$ cat src/rtl/regfile_write_arbiter_pkg.sv
// Shared defaults and requester ids for the register-file write arbiter.
package regfile_write_arbiter_pkg;

  localparam int unsigned DATA_W_DEF = 32;
  localparam int unsigned ADDR_W_DEF = 5;
  localparam int unsigned CNT_W_DEF  = 16;

  localparam logic REQ_CPU = 1'b0;
  localparam logic REQ_DBG = 1'b1;

endpackage

$ cat src/rtl/regfile_write_arbiter_if.sv
// Requester handshakes plus register-file write port of the write arbiter.
interface regfile_write_arbiter_if #(
  parameter int unsigned DATA_W = 32,
  parameter int unsigned ADDR_W = 5,
  parameter int unsigned CNT_W  = 16
);

  logic              hold;
  logic              req0_valid;
  logic [ADDR_W-1:0] req0_reg;
  logic [DATA_W-1:0] req0_data;
  logic              req0_ready;
  logic              req1_valid;
  logic [ADDR_W-1:0] req1_reg;
  logic [DATA_W-1:0] req1_data;
  logic              req1_ready;
  logic [ADDR_W-1:0] WriteReg;
  logic [DATA_W-1:0] WriteData;
  logic              RegWrite;
  logic [CNT_W-1:0]  wr_count;
  logic              last_grant;

  // Requester / register-file side.
  modport master (
    output hold, req0_valid, req0_reg, req0_data, req1_valid, req1_reg, req1_data,
    input  req0_ready, req1_ready, WriteReg, WriteData, RegWrite, wr_count, last_grant
  );

  // Arbiter side.
  modport slave (
    input  hold, req0_valid, req0_reg, req0_data, req1_valid, req1_reg, req1_data,
    output req0_ready, req1_ready, WriteReg, WriteData, RegWrite, wr_count, last_grant
  );

endinterface

$ cat src/rtl/regfile_write_arbiter_rr_arbiter2.sv
// Two-way round-robin grant: the requester that did not win last gets a tie.
module rr_arbiter2
  import regfile_write_arbiter_pkg::*;
(
  input  logic [1:0] valid,
  input  logic       hold,
  input  logic       last_grant,
  output logic [1:0] grant
);

  always_comb begin
    grant = '0;
    if (!hold) begin
      unique case (valid)
        2'b01: grant[REQ_CPU] = 1'b1;
        2'b10: grant[REQ_DBG] = 1'b1;
        2'b11: begin
          if (last_grant == REQ_CPU) grant[REQ_DBG] = 1'b1;
          else                       grant[REQ_CPU] = 1'b1;
        end
        default: grant = '0;
      endcase
    end
  end

endmodule

$ cat src/rtl/regfile_write_arbiter.sv
// Arbitrates two register-file writers onto one write port with a one-cycle
// registered output stage and a saturating committed-write counter.
module regfile_write_arbiter
  import regfile_write_arbiter_pkg::*;
#(
  parameter int unsigned DATA_W = DATA_W_DEF,
  parameter int unsigned ADDR_W = ADDR_W_DEF,
  parameter int unsigned CNT_W  = CNT_W_DEF
) (
  input logic                    clk,
  input logic                    startin,
  regfile_write_arbiter_if.slave bus
);

  logic [1:0]        valid;
  logic [1:0]        grant;
  logic [1:0]        ready;
  logic              handshake;
  logic [ADDR_W-1:0] sel_reg;
  logic [DATA_W-1:0] sel_data;

  logic [ADDR_W-1:0] write_reg_d, write_reg_q;
  logic [DATA_W-1:0] write_data_d, write_data_q;
  logic              reg_write_d, reg_write_q;
  logic [CNT_W-1:0]  wr_count_d, wr_count_q;
  logic              last_grant_d, last_grant_q;

  assign valid = {bus.req1_valid, bus.req0_valid};

  rr_arbiter2 u_rr_arbiter2 (
    .valid      (valid),
    .hold       (bus.hold),
    .last_grant (last_grant_q),
    .grant      (grant)
  );

  // Grants are masked while reset is held so nothing is accepted during reset.
  assign ready          = startin ? 2'b00 : grant;
  assign bus.req0_ready = ready[REQ_CPU];
  assign bus.req1_ready = ready[REQ_DBG];
  assign handshake      = |ready;

  assign sel_reg  = ready[REQ_DBG] ? bus.req1_reg  : bus.req0_reg;
  assign sel_data = ready[REQ_DBG] ? bus.req1_data : bus.req0_data;

  always_comb begin
    write_reg_d  = write_reg_q;
    write_data_d = write_data_q;
    reg_write_d  = 1'b0;
    wr_count_d   = wr_count_q;
    last_grant_d = last_grant_q;
    if (handshake) begin
      write_reg_d  = sel_reg;
      write_data_d = sel_data;
      last_grant_d = ready[REQ_DBG] ? REQ_DBG : REQ_CPU;
      // r0 is hardwired: the handshake completes but nothing is committed.
      if (sel_reg != '0) begin
        reg_write_d = 1'b1;
        if (wr_count_q != '1) wr_count_d = wr_count_q + CNT_W'(1);
      end
    end
  end

  always_ff @(posedge clk or posedge startin) begin
    if (startin) begin
      write_reg_q  <= '0;
      write_data_q <= '0;
      reg_write_q  <= 1'b0;
      wr_count_q   <= '0;
      last_grant_q <= REQ_DBG;
    end else begin
      write_reg_q  <= write_reg_d;
      write_data_q <= write_data_d;
      reg_write_q  <= reg_write_d;
      wr_count_q   <= wr_count_d;
      last_grant_q <= last_grant_d;
    end
  end

  assign bus.WriteReg   = write_reg_q;
  assign bus.WriteData  = write_data_q;
  assign bus.RegWrite   = reg_write_q;
  assign bus.wr_count   = wr_count_q;
  assign bus.last_grant = last_grant_q;

endmodule
$ cat src/flat_wrapper.sv
// flat-port wrapper written by rule: the top's interface ports become plain ports
module regfile_write_arbiter_flat import regfile_write_arbiter_pkg::*;
#(
  parameter int unsigned DATA_W = DATA_W_DEF,
  parameter int unsigned ADDR_W = ADDR_W_DEF,
  parameter int unsigned CNT_W  = CNT_W_DEF
)
  (clk, startin, bus_hold, bus_req0_valid, bus_req0_reg, bus_req0_data, bus_req1_valid, bus_req1_reg, bus_req1_data, bus_req0_ready, bus_req1_ready, bus_WriteReg, bus_WriteData, bus_RegWrite, bus_wr_count, bus_last_grant);
  regfile_write_arbiter_if #(.DATA_W(DATA_W), .ADDR_W(ADDR_W), .CNT_W(CNT_W)) bus_i ();
  input logic clk;
  input logic startin;
  input wire logic [$bits(bus_i.hold)-1:0] bus_hold;
  input wire logic [$bits(bus_i.req0_valid)-1:0] bus_req0_valid;
  input wire logic [$bits(bus_i.req0_reg)-1:0] bus_req0_reg;
  input wire logic [$bits(bus_i.req0_data)-1:0] bus_req0_data;
  input wire logic [$bits(bus_i.req1_valid)-1:0] bus_req1_valid;
  input wire logic [$bits(bus_i.req1_reg)-1:0] bus_req1_reg;
  input wire logic [$bits(bus_i.req1_data)-1:0] bus_req1_data;
  output wire logic [$bits(bus_i.req0_ready)-1:0] bus_req0_ready;
  output wire logic [$bits(bus_i.req1_ready)-1:0] bus_req1_ready;
  output wire logic [$bits(bus_i.WriteReg)-1:0] bus_WriteReg;
  output wire logic [$bits(bus_i.WriteData)-1:0] bus_WriteData;
  output wire logic [$bits(bus_i.RegWrite)-1:0] bus_RegWrite;
  output wire logic [$bits(bus_i.wr_count)-1:0] bus_wr_count;
  output wire logic [$bits(bus_i.last_grant)-1:0] bus_last_grant;
  assign bus_i.hold = bus_hold;
  assign bus_i.req0_valid = bus_req0_valid;
  assign bus_i.req0_reg = bus_req0_reg;
  assign bus_i.req0_data = bus_req0_data;
  assign bus_i.req1_valid = bus_req1_valid;
  assign bus_i.req1_reg = bus_req1_reg;
  assign bus_i.req1_data = bus_req1_data;
  assign bus_req0_ready = bus_i.req0_ready;
  assign bus_req1_ready = bus_i.req1_ready;
  assign bus_WriteReg = bus_i.WriteReg;
  assign bus_WriteData = bus_i.WriteData;
  assign bus_RegWrite = bus_i.RegWrite;
  assign bus_wr_count = bus_i.wr_count;
  assign bus_last_grant = bus_i.last_grant;
  regfile_write_arbiter #(.DATA_W(DATA_W), .ADDR_W(ADDR_W), .CNT_W(CNT_W)) u_core (.clk(clk), .startin(startin), .bus(bus_i));
endmodule
$ cat config.mk
export PLATFORM = sky130hd
export DESIGN_NAME = regfile_write_arbiter_flat
export DESIGN_NICKNAME = d
export VERILOG_FILES = /design/src/rtl/regfile_write_arbiter_pkg.sv /design/src/rtl/regfile_write_arbiter_if.sv /design/src/rtl/regfile_write_arbiter_rr_arbiter2.sv /design/src/rtl/regfile_write_arbiter.sv /design/src/flat_wrapper.sv
export SDC_FILE = /design/constraint.sdc
export NUM_CORES = 1
export LEC_CHECK = 0
export ABC_AREA = 1
export CORE_ASPECT_RATIO = 1.75
export CORE_MARGIN = 2
export CORE_UTILIZATION = 41
export CTS_CLUSTER_SIZE = 14
export DETAILED_ROUTE_END_ITERATION = 7
export PLACE_DENSITY = 0.8
export SLEW_MARGIN = 10
export SYNTH_ARGS = -nofsm -noshare
export SYNTH_HDL_FRONTEND = slang
export SYNTH_SLANG_ARGS = --single-unit
$ cat constraint.sdc
create_clock -name clk -period 5.1 [get_ports clk]
set_input_delay 1.53 -clock clk [delete_from_list [all_inputs] [get_ports clk]]
set_output_delay 1.53 -clock clk [all_outputs]
set_load 0.05 [all_outputs]
Yosys cells after proc, flatten, opt, wreduce, memory -nomap -nowiden

Index checks and enable logic that the tools add are counted.

Register bits after elaboration: 55
Input bits: 79
Output and inout bits: 57
Logic and storage cells: 24

Add/sub/neg operators: 1
Equal/unequal tests: 4
Muxes and demuxes: 11
Reduce and logical (&&, ||, !) cells: 3

Operator list:

| kind                  | number |
|---|---|
| $mux 32               | 1 |
| $add 16x1->16 const B | 1 |
| $ne 16x16->1 const B  | 1 |
| $mux 1                | 5 |
| $mux 5                | 1 |
| $reduce_bool 5->1     | 1 |
| $eq 2x2->1 const B    | 2 |
| $mux 2                | 2 |
| $pmux 1 s2            | 2 |
| $reduce_and 3->1      | 1 |
| $eq 2x1->1 const B    | 1 |
| $reduce_or 2->1       | 1 |

Depth between registers and ports, before layout

Gate-level depths: netlist of the first run.

Depth in word-level cells: 8
Mapped depth: 12
Depth with buffers taken out: 10

Modules after synthesis

A second synthesis of the first run with hierarchy kept.

Cells, all modules: 395
Area, all modules: 3,010.4 um2

Modules (own cells, without submodules):

| module                | instances | cells an instance | area each (um2) | seq. area each (um2) |
|---|---|---|---|---|
| regfile_write_arbiter | 1         | 386               | 2,976.6         | 1,377.6 |
| rr_arbiter2           | 1         | 9                 | 33.8            | 0.0 |

Worst setup path after synthesis of the first run

OpenSTA, ideal clock, no wires.

Path type: in2out
From: in startin
To: out bus_req0_ready
Arrival: 3.310 ns
Required time: 3.570 ns
Slack: 0.260 ns
Stages on the path: 3
Cell sequence: inv_1 -> nand4_1 -> inv_1

Longest elaborated chain between the ends: 1

Ends and longest elaborated chain:

| what        | line                        | RTL |
|---|---|---|
| from (decl) | flat_wrapper.sv:11          | `input logic startin;` |
| $mux 2      | regfile_write_arbiter.sv:38 | `assign ready = startin ? 2'b00 : grant;` |
| to (decl)   | flat_wrapper.sv:19          | `output wire logic [$bits(bus_i.req0_ready)-1:0] bus_req0_ready;` |

Every way passes these cells.

Worst setup path in the final report of the first run

From: in bus_req1_valid
To: out bus_req1_ready

Longest elaborated chain between the ends: 4
Elaborated cells on any way between the ends: 5

Ends and longest elaborated chain:

| what         | line                                    | RTL |
|---|---|---|
| from (decl)  | flat_wrapper.sv:16                      | `input wire logic [$bits(bus_i.req1_valid)-1:0] bus_req1_valid;` |
| $eq 2x2->1   | regfile_write_arbiter_rr_arbiter2.sv:14 | `unique case (valid)` |
| $pmux 1 s2 * | regfile_write_arbiter_rr_arbiter2.sv:14 |  |
| $mux 2 *     | regfile_write_arbiter_rr_arbiter2.sv:13 | `if (!hold) begin` |
| $mux 2 *     | regfile_write_arbiter.sv:38             |  |
| to (decl)    | flat_wrapper.sv:20                      | `output wire logic [$bits(bus_i.req1_ready)-1:0] bus_req1_ready;` |

Mark *: on every way between the ends. The rest lies on a longest branch, timed or not.

==> results.json, run 1 <==
{
  "first_pass_iters": 4,
  "finClkSkew_ns": 0.003365,
  "syn_area_per_cell_um2": 7.830,
  "finalCritPeriodShare": 0.8013,
  "powerDensity_mw_per_mm2": 389.7,
  "seq_area_frac_synth": 0.4781,
  "p_leak_nw": 2.018,
  "peakVddDrop_mv": 0.2268,
  "rows": 40,
  "hp-class": "reg2reg",
  "regToRegSetupSlack_ns": 2.72,
  "setup_viol": 0,
  "antenna_found_initial": 0,
  "num_vias": 3001,
  "clockRootBuffer": "clkbuf_16",
  "post-route-drc-count": 0,
  "cp_max_fo": 5,
  "whs_path_depth": 2,
  "die_h_um": 114.9,
  "crit_buf_inv": 4,
  "final_cell_mix": "clkdlybuf4s50_1 (133), nand2_1 (91), o21ai_0 (59)",
  "critPathCaptureType": "output port",
  "hold_buffers": 0,
  "diodes": 0,
  "syn2layout_area_growth_pct": 55.23,
  "grt_max_degree": 56,
  "routedWlPerCell_um": 14.78,
  "die_w_um": 67.37,
  "rr_startpoint": "u_core.bus.last_grant",
  "yosysWarnings": 0,
  "final_common_cell": "clkdlybuf4s50_1",
  "worstMarginPinSlew_ns": 0.7018,
  "hold_viol": 0,
  "fillers": 625,
  "clock-sinks": 55,
  "cts.path.max_buffers": 2,
  "ctsResizeCount": 0,
  "cts_tree": "yes",
  "design_area_mm2": 0.004473,
  "place_area_mm2": 0.004295,
  "clk_pin_slew_ns": 0.07,
  "grt_pass1_vias": 2946,
  "synthCells": 368,
  "area.sequential_mm2": 0.001378,
  "drt_iter0_drc": 222,
  "ios": 136,
  "yosysUniqueCellTypes": 27,
  "cp.arrival_ns": 2.56,
  "drv_slew": 0,
  "min_to": "u_core.bus.WriteData[11]",
  "antenna_left": 0,
  "dpl.hpwl_mm": 6.335,
  "drive_gt1_frac": 0.07229,
  "path_class": "in2out",
  "period_needed_ns": 4.087,
  "synthArstFlopShare": 1.000,
  "routabilityCongestion": 0.8923,
  "drt-total-wl_mm": 8.604,
  "hold_slack_ns": 0.4840,
  "synthFlopType": "dfrtp_1",
  "cts_buffers": 5,
  "crit_family": "buffers and inverters",
  "initial_core_util": 0.4203,
  "synth_edf_count": 0,
  "required_ns": 3.57,
  "dieArea_mm2": 0.007741,
  "r2r_cells": 7,
  "gr-total-overflow": 0,
  "finalSetupTns_ns": 0,
  "max_freq_ghz": 0.2447,
  "fin_nets": 577,
  "ys_seq_elements": 55,
  "core-area_mm2": 0.006857,
  "grt_pass1_wl_mm": 13.63,
  "vias_per_cell": 5.156,
  "cpMaxStageDelayCell": "clkdlybuf4s50_1",
  "syn_area_mm2": 0.002882,
  "cp_cell_sequence": "clkdlybuf4s50_1, inv_1, nor2_4, nand3_4, inv_2, buf_12",
  "max_slew_margin": 0.5315,
  "syn_nets": 448,
  "status": "completed",
  "port_buffers": 135,
  "htreeDepth": 2,
  "hold_start": "u_core.bus.WriteData[11]",
  "multi_input_area_mm2": 0.001314,
  "start_kind": "input pin",
  "clock_insertion_delay_worst_skew_ns": 0.29,
  "max_stage_delay_ns": 0.49,
  "track_usage": 0.2287,
  "r2r-end": "u_core.bus.WriteData[17]",
  "post_cts_buffers": 0,
  "grt_setup_unrepaired": "false",
  "cap_violations": 0
}
-- layout make-up --
type                            instances  share of cell area
Timing Repair Buffer                  139              0.3133
Tap cell                               84             0.02350
Multi-Input combinational cell        270              0.2937
Sequential cell                        55              0.3080
Clock inverter                          2            0.008671
Inverter                               26             0.02182
Clock buffer                            6             0.03105
-- layer usage --
| metal | wire [µm] | global-route usage |
|---|---|---|
| met2 | 4704 | 0.4310 |
| met5 | 0 | 0 |
| met4 | 250 | 0.08844 |
| met3 | 545 | 0.03523 |
| met1 | 3103 | 0.2462 |
-- synthesized netlist by cell type (all sizes together), types with 6 or more instances --
library cell,number,area [µm²]
buf,6,51.30
clkbuf,11,41.29
dfrtp,54,1351
inv,26,97.59
nand2,100,407.9
nand3,26,147.7
nand4,6,37.54
nor2,48,192.7
o21ai,72,364.1
xnor2,7,61.31
xor2,7,61.31
-- worst max path at each step --
| stage | from | cells past startpoint | endpoint |
|---|---|---|---|
| finish | bus_req1_valid | 6 | bus_req1_ready |
| global route | bus_req1_valid | 6 | bus_req1_ready |
| CTS | bus_req1_valid | 6 | bus_req1_ready |
| detailed placement | bus_req1_valid | 6 | bus_req1_ready |
| global placement | bus_req1_valid | 6 | bus_req1_ready |
| floorplan | startin | 3 | bus_req0_ready |
-- logic make-up after synthesis --
family | after synthesis | synth area share
buf+inv | 43 | 0.06600
fa+ha+maj | 1 | 0.004341
xor+xnor | 14 | 0.04255
simple gates | 181 | 0.2744
compound gates | 74 | 0.1346
flops | 55 | 0.4781
-- through the flow --
step	power, mW	worst slack (ns)	util	cells
finish	1.743	1.013	0.6524	582
global route	1.828	0.9607	0.6524	582
CTS	1.761	1.008	0.6524	582
detailed placement	1.354	1.008	0.6265	574
global placement	1.343	1.059	0.6265	574
floorplan	1.058	0.2601	-	368
-- state kept, by name, indices dropped and copies added, names as in the netlist --
register and cells:
u_core.bus.RegWrite 1, u_core.bus.last_grant 1, u_core.bus.WriteReg 5, u_core.bus.WriteData 32
u_core.bus.wr_count 16
-- where the power goes --
| part | internal, mW | leakage (nW) | switching, mW |
|---|---|---|---|
| registers | 0.528 | 0.700 | 0.0605 |
| logic | 0.263 | 1.23 | 0.492 |
| clock network | 0.247 | 0.0875 | 0.153 |
| total | 1.04 | 2.02 | 0.705 |
-- tightest hold or removal path: cells and delay by family (launching register included) --
| family | cells | cell delay [ns] |
|---|---|---|
| AOI/OAI and AO/OA | 1 | 0.06 |
| DFF | 1 | 0.34 |
| and+or+nand+nor | 1 | 0.05 |
(Power assumes the default switching activity.)
==> inputs of run 2 (changes only) <==
Clock period 5.1 ns to 4.15 ns, I/O delays scaled along.
==> run 2 against run 1 <==
Effect of this change: setup slack got worse by 0.53 ns; flip-flop and latch count did not move; via count fell by 1.3%; critical path type unchanged.
==> results.json, run 2 (synthesis results as in run 1) <==
{
  "status": "completed",
  "setup_viol": 0,
  "max_stage_delay_ns": 0.49,
  "ctsResizeCount": 0,
  "finalCritPeriodShare": 0.8836,
  "core-area_mm2": 0.006857,
  "final_common_cell": "clkdlybuf4s50_1",
  "cp_cell_sequence": "clkdlybuf4s50_1, nor2_4, nand3_4, inv_2, buf_12",
  "vias_per_cell": 5.089,
  "fillers": 597,
  "finClkSkew_ns": 0.001227,
  "grt_pass1_wl_mm": 14.09,
  "num_vias": 2962,
  "routedWlPerCell_um": 15.03,
  "power.internal_mw": 1.228,
  "cts_buffers": 5,
  "hp-class": "reg2reg",
  "syn2layout_area_growth_pct": 54.19,
  "antenna_left": 0,
  "period_needed_ns": 3.667,
  "rows": 40,
  "htreeDepth": 2,
  "place_area_mm2": 0.004287,
  "path_class": "in2out",
  "clock-sinks": 55,
  "max_slew_margin": 0.5287,
  "drt_iter0_drc": 170,
  "die_h_um": 114.9,
  "drv_slew": 0,
  "routabilityCongestion": 0.8997,
  "hold_buffers": 0,
  "multi_input_area_mm2": 0.001314,
  "antenna_found_initial": 0,
  "initial_core_util": 0.4203,
  "post_cts_buffers": 0,
  "clk_pin_slew_ns": 0.07,
  "max_freq_ghz": 0.2727,
  "cp_max_fo": 11,
  "comb_power_share": 0.443,
  "pwr-share-seq": 0.346,
  "start_kind": "input pin",
  "post-route-drc-count": 0,
  "first_pass_iters": 4,
  "r2r_cells": 5,
  "powerDensity_mw_per_mm2": 469.8,
  "grt_setup_unrepaired": "false",
  "switching_power_mw": 0.8592,
  "area.sequential_mm2": 0.001378,
  "worstMarginPinSlew_ns": 0.7060,
  "dieArea_mm2": 0.007741,
  "clock_insertion_delay_worst_skew_ns": 0.29,
  "peakVddDrop_mv": 0.3518,
  "critPathCaptureType": "output port",
  "regToRegSetupSlack_ns": 1.83,
  "final_cell_mix": "clkdlybuf4s50_1 (133), nand2_1 (91), o21ai_0 (59)",
  "required_ns": 2.90,
  "grt_max_degree": 56,
  "cpMaxStageDelayCell": "clkdlybuf4s50_1",
  "switching_share": 0.4116,
  "whs_path_depth": 2,
  "cts.path.max_buffers": 2,
  "largest_reg_flops": 32,
  "cp.arrival_ns": 2.42,
  "clockRootBuffer": "clkbuf_16",
  "cap_violations": 0,
  "design_area_mm2": 0.004443,
  "grt_pass1_vias": 2997,
  "p_clk_frac": 0.211,
  "diodes": 0,
  "track_usage": 0.2385,
  "drive_gt1_frac": 0.07028,
  "ios": 136,
  "die_w_um": 67.37,
  "cts_tree": "yes",
  "dpl.hpwl_mm": 6.445,
  "fin_nets": 577,
  "finalSetupTns_ns": 0,
  "hold_viol": 0,
  "p_leak_nw": 2.001,
  "port_buffers": 135,
  "drt-total-wl_mm": 8.749,
  "gr-total-overflow": 0
}
[run 2: cell count changes in the layout (fill, tap and decap cells not counted), sizes merged]
cell / previous run / this run
clkinvlp: 0 / 1
inv: 27 / 25
clkbuf: 6 / 8
bufinv: 1 / 0
[run 2: final cells by class]
cell class | instances | share of cell area
Tap cell | 84 | 0.02366
Multi-Input combinational cell | 270 | 0.2957
Clock buffer | 8 | 0.03520
Inverter | 26 | 0.02281
Sequential cell | 55 | 0.3101
Timing Repair Buffer | 139 | 0.3126
[run 2: per-layer routing]
metal / part of all wire / vias up / track usage / routed length (µm)
li1: - / 1438 / - / -
met2: 0.53 / 110 / 0.4416 / 4634
met4: 0.030 / 0 / 0.1034 / 259
met5: 0 / - / 0 / 0
met3: 0.061 / 22 / 0.04892 / 537
met1: 0.38 / 1392 / 0.2511 / 3318
[run 2: per-stage QoR]
| step | std cells | util | hold slack, ns | power, mW | setup WS [ns] |
|---|---|---|---|---|---|
| after detailed placement | 574 | 0.6252 | 0.4756 | 1.662 | 0.4852 |
| after global routing | 582 | 0.6480 | 0.5177 | 2.184 | 0.4314 |
| after CTS | 582 | 0.6480 | 0.4925 | 2.106 | 0.4842 |
| final | 582 | 0.6480 | 0.4885 | 2.087 | 0.4829 |
| after floorplan | 368 | - | 0.6250 | 1.300 | 0.3115 |
| after global placement | 574 | 0.6252 | 0.4666 | 1.646 | 0.5172 |
[run 2: final timing paths]
kind,from,endpoint
worst max register to register,u_core.bus.last_grant,u_core.bus.WriteReg[1]
worst min-delay path,u_core.bus.WriteReg[0],u_core.bus.WriteReg[0]
worst max-delay path,startin,bus_req1_ready
worst min register to register,u_core.bus.WriteReg[0],u_core.bus.WriteReg[0]
max in group asynchronous,startin,u_core.bus.WriteData[16]
min in group asynchronous,startin,u_core.bus.wr_count[13]
[run 2: critical path, delay by kind of cell]
family                 cells  cell delay [ns]
buffers and inverters      3             0.77
AND/OR/NAND/NOR            2             0.40
[run 2: power groups by stage]
stage	Clock, mW	Sequential, mW	Combinational, mW
after floorplan	0	1.12	0.179
final	0.440	0.723	0.925
after CTS	0.451	0.723	0.932
after detailed placement	0	0.732	0.930
after global routing	0.471	0.735	0.978
after global placement	0	0.728	0.919
==> inputs of run 3 (changes only) <==
Settings changed: CORE_UTILIZATION 41 to 42, PLACE_DENSITY 0.8 to 0.81, SYNTH_HIERARCHICAL set to 1.
==> run 3 against run 2 <==
Effect of this change: maximum frequency grew 4.3%; register-to-register slack improved by 0.19 ns; flip-flop and latch count unchanged; setup slack better by 0.15 ns; final area rose by 3.0%; via count grew 7.5%; cell count is 5.0% higher; count of clock-buffer cells in the layout fell by 2; utilization is 1.5 points higher; critical path type unchanged; largest power group unchanged.
==> results.json, run 3 <==
{
  "synthArstFlopShare": 1.000,
  "fin_nets": 606,
  "drt_iter0_drc": 204,
  "switching_share": 0.4227,
  "track_usage": 0.2374,
  "core-area_mm2": 0.006907,
  "comb_power_share": 0.450,
  "antenna_found_initial": 0,
  "p_clk_frac": 0.198,
  "die_h_um": 116.0,
  "synthCells": 395,
  "worst_slack_ns": 0.6331,
  "path_class": "in2out",
  "finClkSkew_ns": 0.004647,
  "routabilityCongestion": 0.7853,
  "instances_no_fill": 611,
  "status": "completed",
  "synth_area_leaders": "dfrtp_1 (45%), nand2_1 (14%), o21ai_0 (6.2%)",
  "htreeDepth": 2,
  "drive_gt1_frac": 0.08159,
  "seq_area_frac_synth": 0.4576,
  "clock-sinks": 55,
  "crit_buf_inv": 3,
  "cts_tree": "yes",
  "post_cts_buffers": 0,
  "largest_reg_flops": 32,
  "cts_buffers": 5,
  "setup_viol": 0,
  "clockRootBuffer": "clkbuf_16",
  "peakVddDrop_mv": 0.2993,
  "hp-class": "reg2reg",
  "ys_seq_elements": 55,
  "hold_start": "u_core/bus.WriteData[28]",
  "finalCritPeriodShare": 0.8475,
  "cp.arrival_ns": 2.27,
  "start_kind": "input pin",
  "grt_setup_unrepaired": "false",
  "routedWlPerCell_um": 14.54,
  "syn2layout_area_growth_pct": 52.00,
  "dpl.hpwl_mm": 6.598,
  "first_pass_iters": 4,
  "crit_family": "buffers and inverters",
  "synthFlopType": "dfrtp_1",
  "period_needed_ns": 3.517,
  "hold_buffers": 0,
  "max_slew_margin": 0.6398,
  "port_buffers": 135,
  "synthTopCellsByCount": "nand2_1 (110), dfrtp_1 (54), nor2_1 (46)",
  "clk_pin_slew_ns": 0.07,
  "synth_edf_count": 0,
  "hold_slack_ns": 0.4865,
  "drt-total-wl_mm": 8.882,
  "yosysWarnings": 6,
  "startpoint": "bus_req1_valid",
  "grt_max_degree": 44,
  "design_area_mm2": 0.004576,
  "cts.path.max_buffers": 2,
  "final_cell_mix": "clkdlybuf4s50_1 (133), nand2_1 (110), dfrtp_1 (54)",
  "place_inst": 603,
  "place_area_mm2": 0.004434,
  "num_vias": 3184,
  "powerDensity_mw_per_mm2": 455.7,
  "gr-total-overflow": 0,
  "rows": 40,
  "drv_slew": 0,
  "power_mw": 2.085,
  "finalSetupTns_ns": 0,
  "worstMarginPinSlew_ns": 0.5387,
  "place_ws_ns": 0.6271,
  "switching_power_mw": 0.8815,
  "max_freq_ghz": 0.2843,
  "final_util": 0.6625,
  "rr_startpoint": "u_core/bus.last_grant",
  "die_w_um": 68,
  "final_common_cell": "clkdlybuf4s50_1",
  "vias_per_cell": 5.211,
  "cp_cell_sequence": "clkdlybuf4s50_1, nand2_1, nor2_1, inv_2, nor2_8, buf_12",
  "cpMaxStageDelayCell": "clkdlybuf4s50_1",
  "required_ns": 2.90,
  "grt_pass1_wl_mm": 14.52,
  "post-route-drc-count": 0,
  "yosysUniqueCellTypes": 28,
  "yosysMostFrequentCell": "nand2_1",
  "grt_pass1_vias": 3125,
  "ios": 136,
  "clock_insertion_delay_worst_skew_ns": 0.29,
  "cp_max_fo": 2,
  "yosysTopAreaCellShare": 0.4489,
  "initial_core_util": 0.4359,
  "antenna_left": 0,
  "cap_violations": 0,
  "critPathCaptureType": "output port",
  "pwr-share-seq": 0.352,
  "power.internal_mw": 1.204,
  "dieArea_mm2": 0.007888,
  "syn_nets": 475,
  "diodes": 0,
  "p_leak_nw": 2.104,
  "synth_area_leader_cell": "dfrtp_1",
  "syn_area_mm2": 0.003010,
  "ctsResizeCount": 0,
  "hold_viol": 0,
  "syn_area_per_cell_um2": 7.621,
  "max_stage_delay_ns": 0.48
}
[run 3: cell families (layout without fill, tap and decap cells)]
logic type                 after synthesis  in the layout  share of synthesized area
adders and majority gates                1              1                   0.004156
and+or+nand+nor                        216            216                     0.3317
DFF                                     55             55                     0.4576
buffers and inverters                   46            178                    0.06982
AOI/OAI and AO/OA                       70             70                     0.1164
xor gates and xnor gates                 7              7                    0.02037
[run 3: routing by layer]
metal | track usage | vias up | share of wire
met3 | 0.06214 | 10 | 0.064
li1 | - | 1544 | -
met1 | 0.2779 | 1520 | 0.38
met5 | 0 | - | 0
met4 | 0.06400 | 0 | 0.015
met2 | 0.4188 | 110 | 0.54
[run 3: layout make-up]
type / count / area [µm²]
repair buffers: 142 / 1424
clock inverters: 2 / 12.51
multi-input cells: 294 / 1423
inverters: 28 / 105.1
flip-flops and latches: 55 / 1378
well taps: 84 / 105.1
clock buffers: 6 / 128.9
fillers: 613 / 2331
[run 3: worst reg2reg max path, stage by stage, from the launching register on]
cell     delay [ns]
dfstp_2        0.56
nor2_1         0.05
nor2_1         0.11
nand2_2        0.08
inv_2          0.08
buf_4          0.35
nor2_4         0.07
inv_2          0.23
nand3_4        0.28
nand2_1        0.14
nand2_1        0.06
[run 3: power by group through the flow]
stage | Clock (mW) | Combinational (mW) | Sequential (mW)
after floorplan | 0 | 0.182 | 1.13
after global placement | 0 | 0.928 | 0.736
after detailed placement | 0 | 0.942 | 0.742
after CTS | 0.422 | 0.944 | 0.734
after global routing | 0.439 | 0.992 | 0.747
final | 0.413 | 0.938 | 0.734
[run 3: final timing paths]
path	slack [ns]	cells past startpoint	end
worst max-delay path	0.63	6	bus_req1_ready
worst min-delay path	0.49	2	u_core/bus.WriteData[28]
worst max register to register	2.02	10	u_core/bus.wr_count[8]
worst min register to register	0.49	2	u_core/bus.WriteData[28]
max in group asynchronous	1.85	4	u_core/bus.WriteData[30]
min in group asynchronous	1.50	3	u_core/bus.WriteData[4]
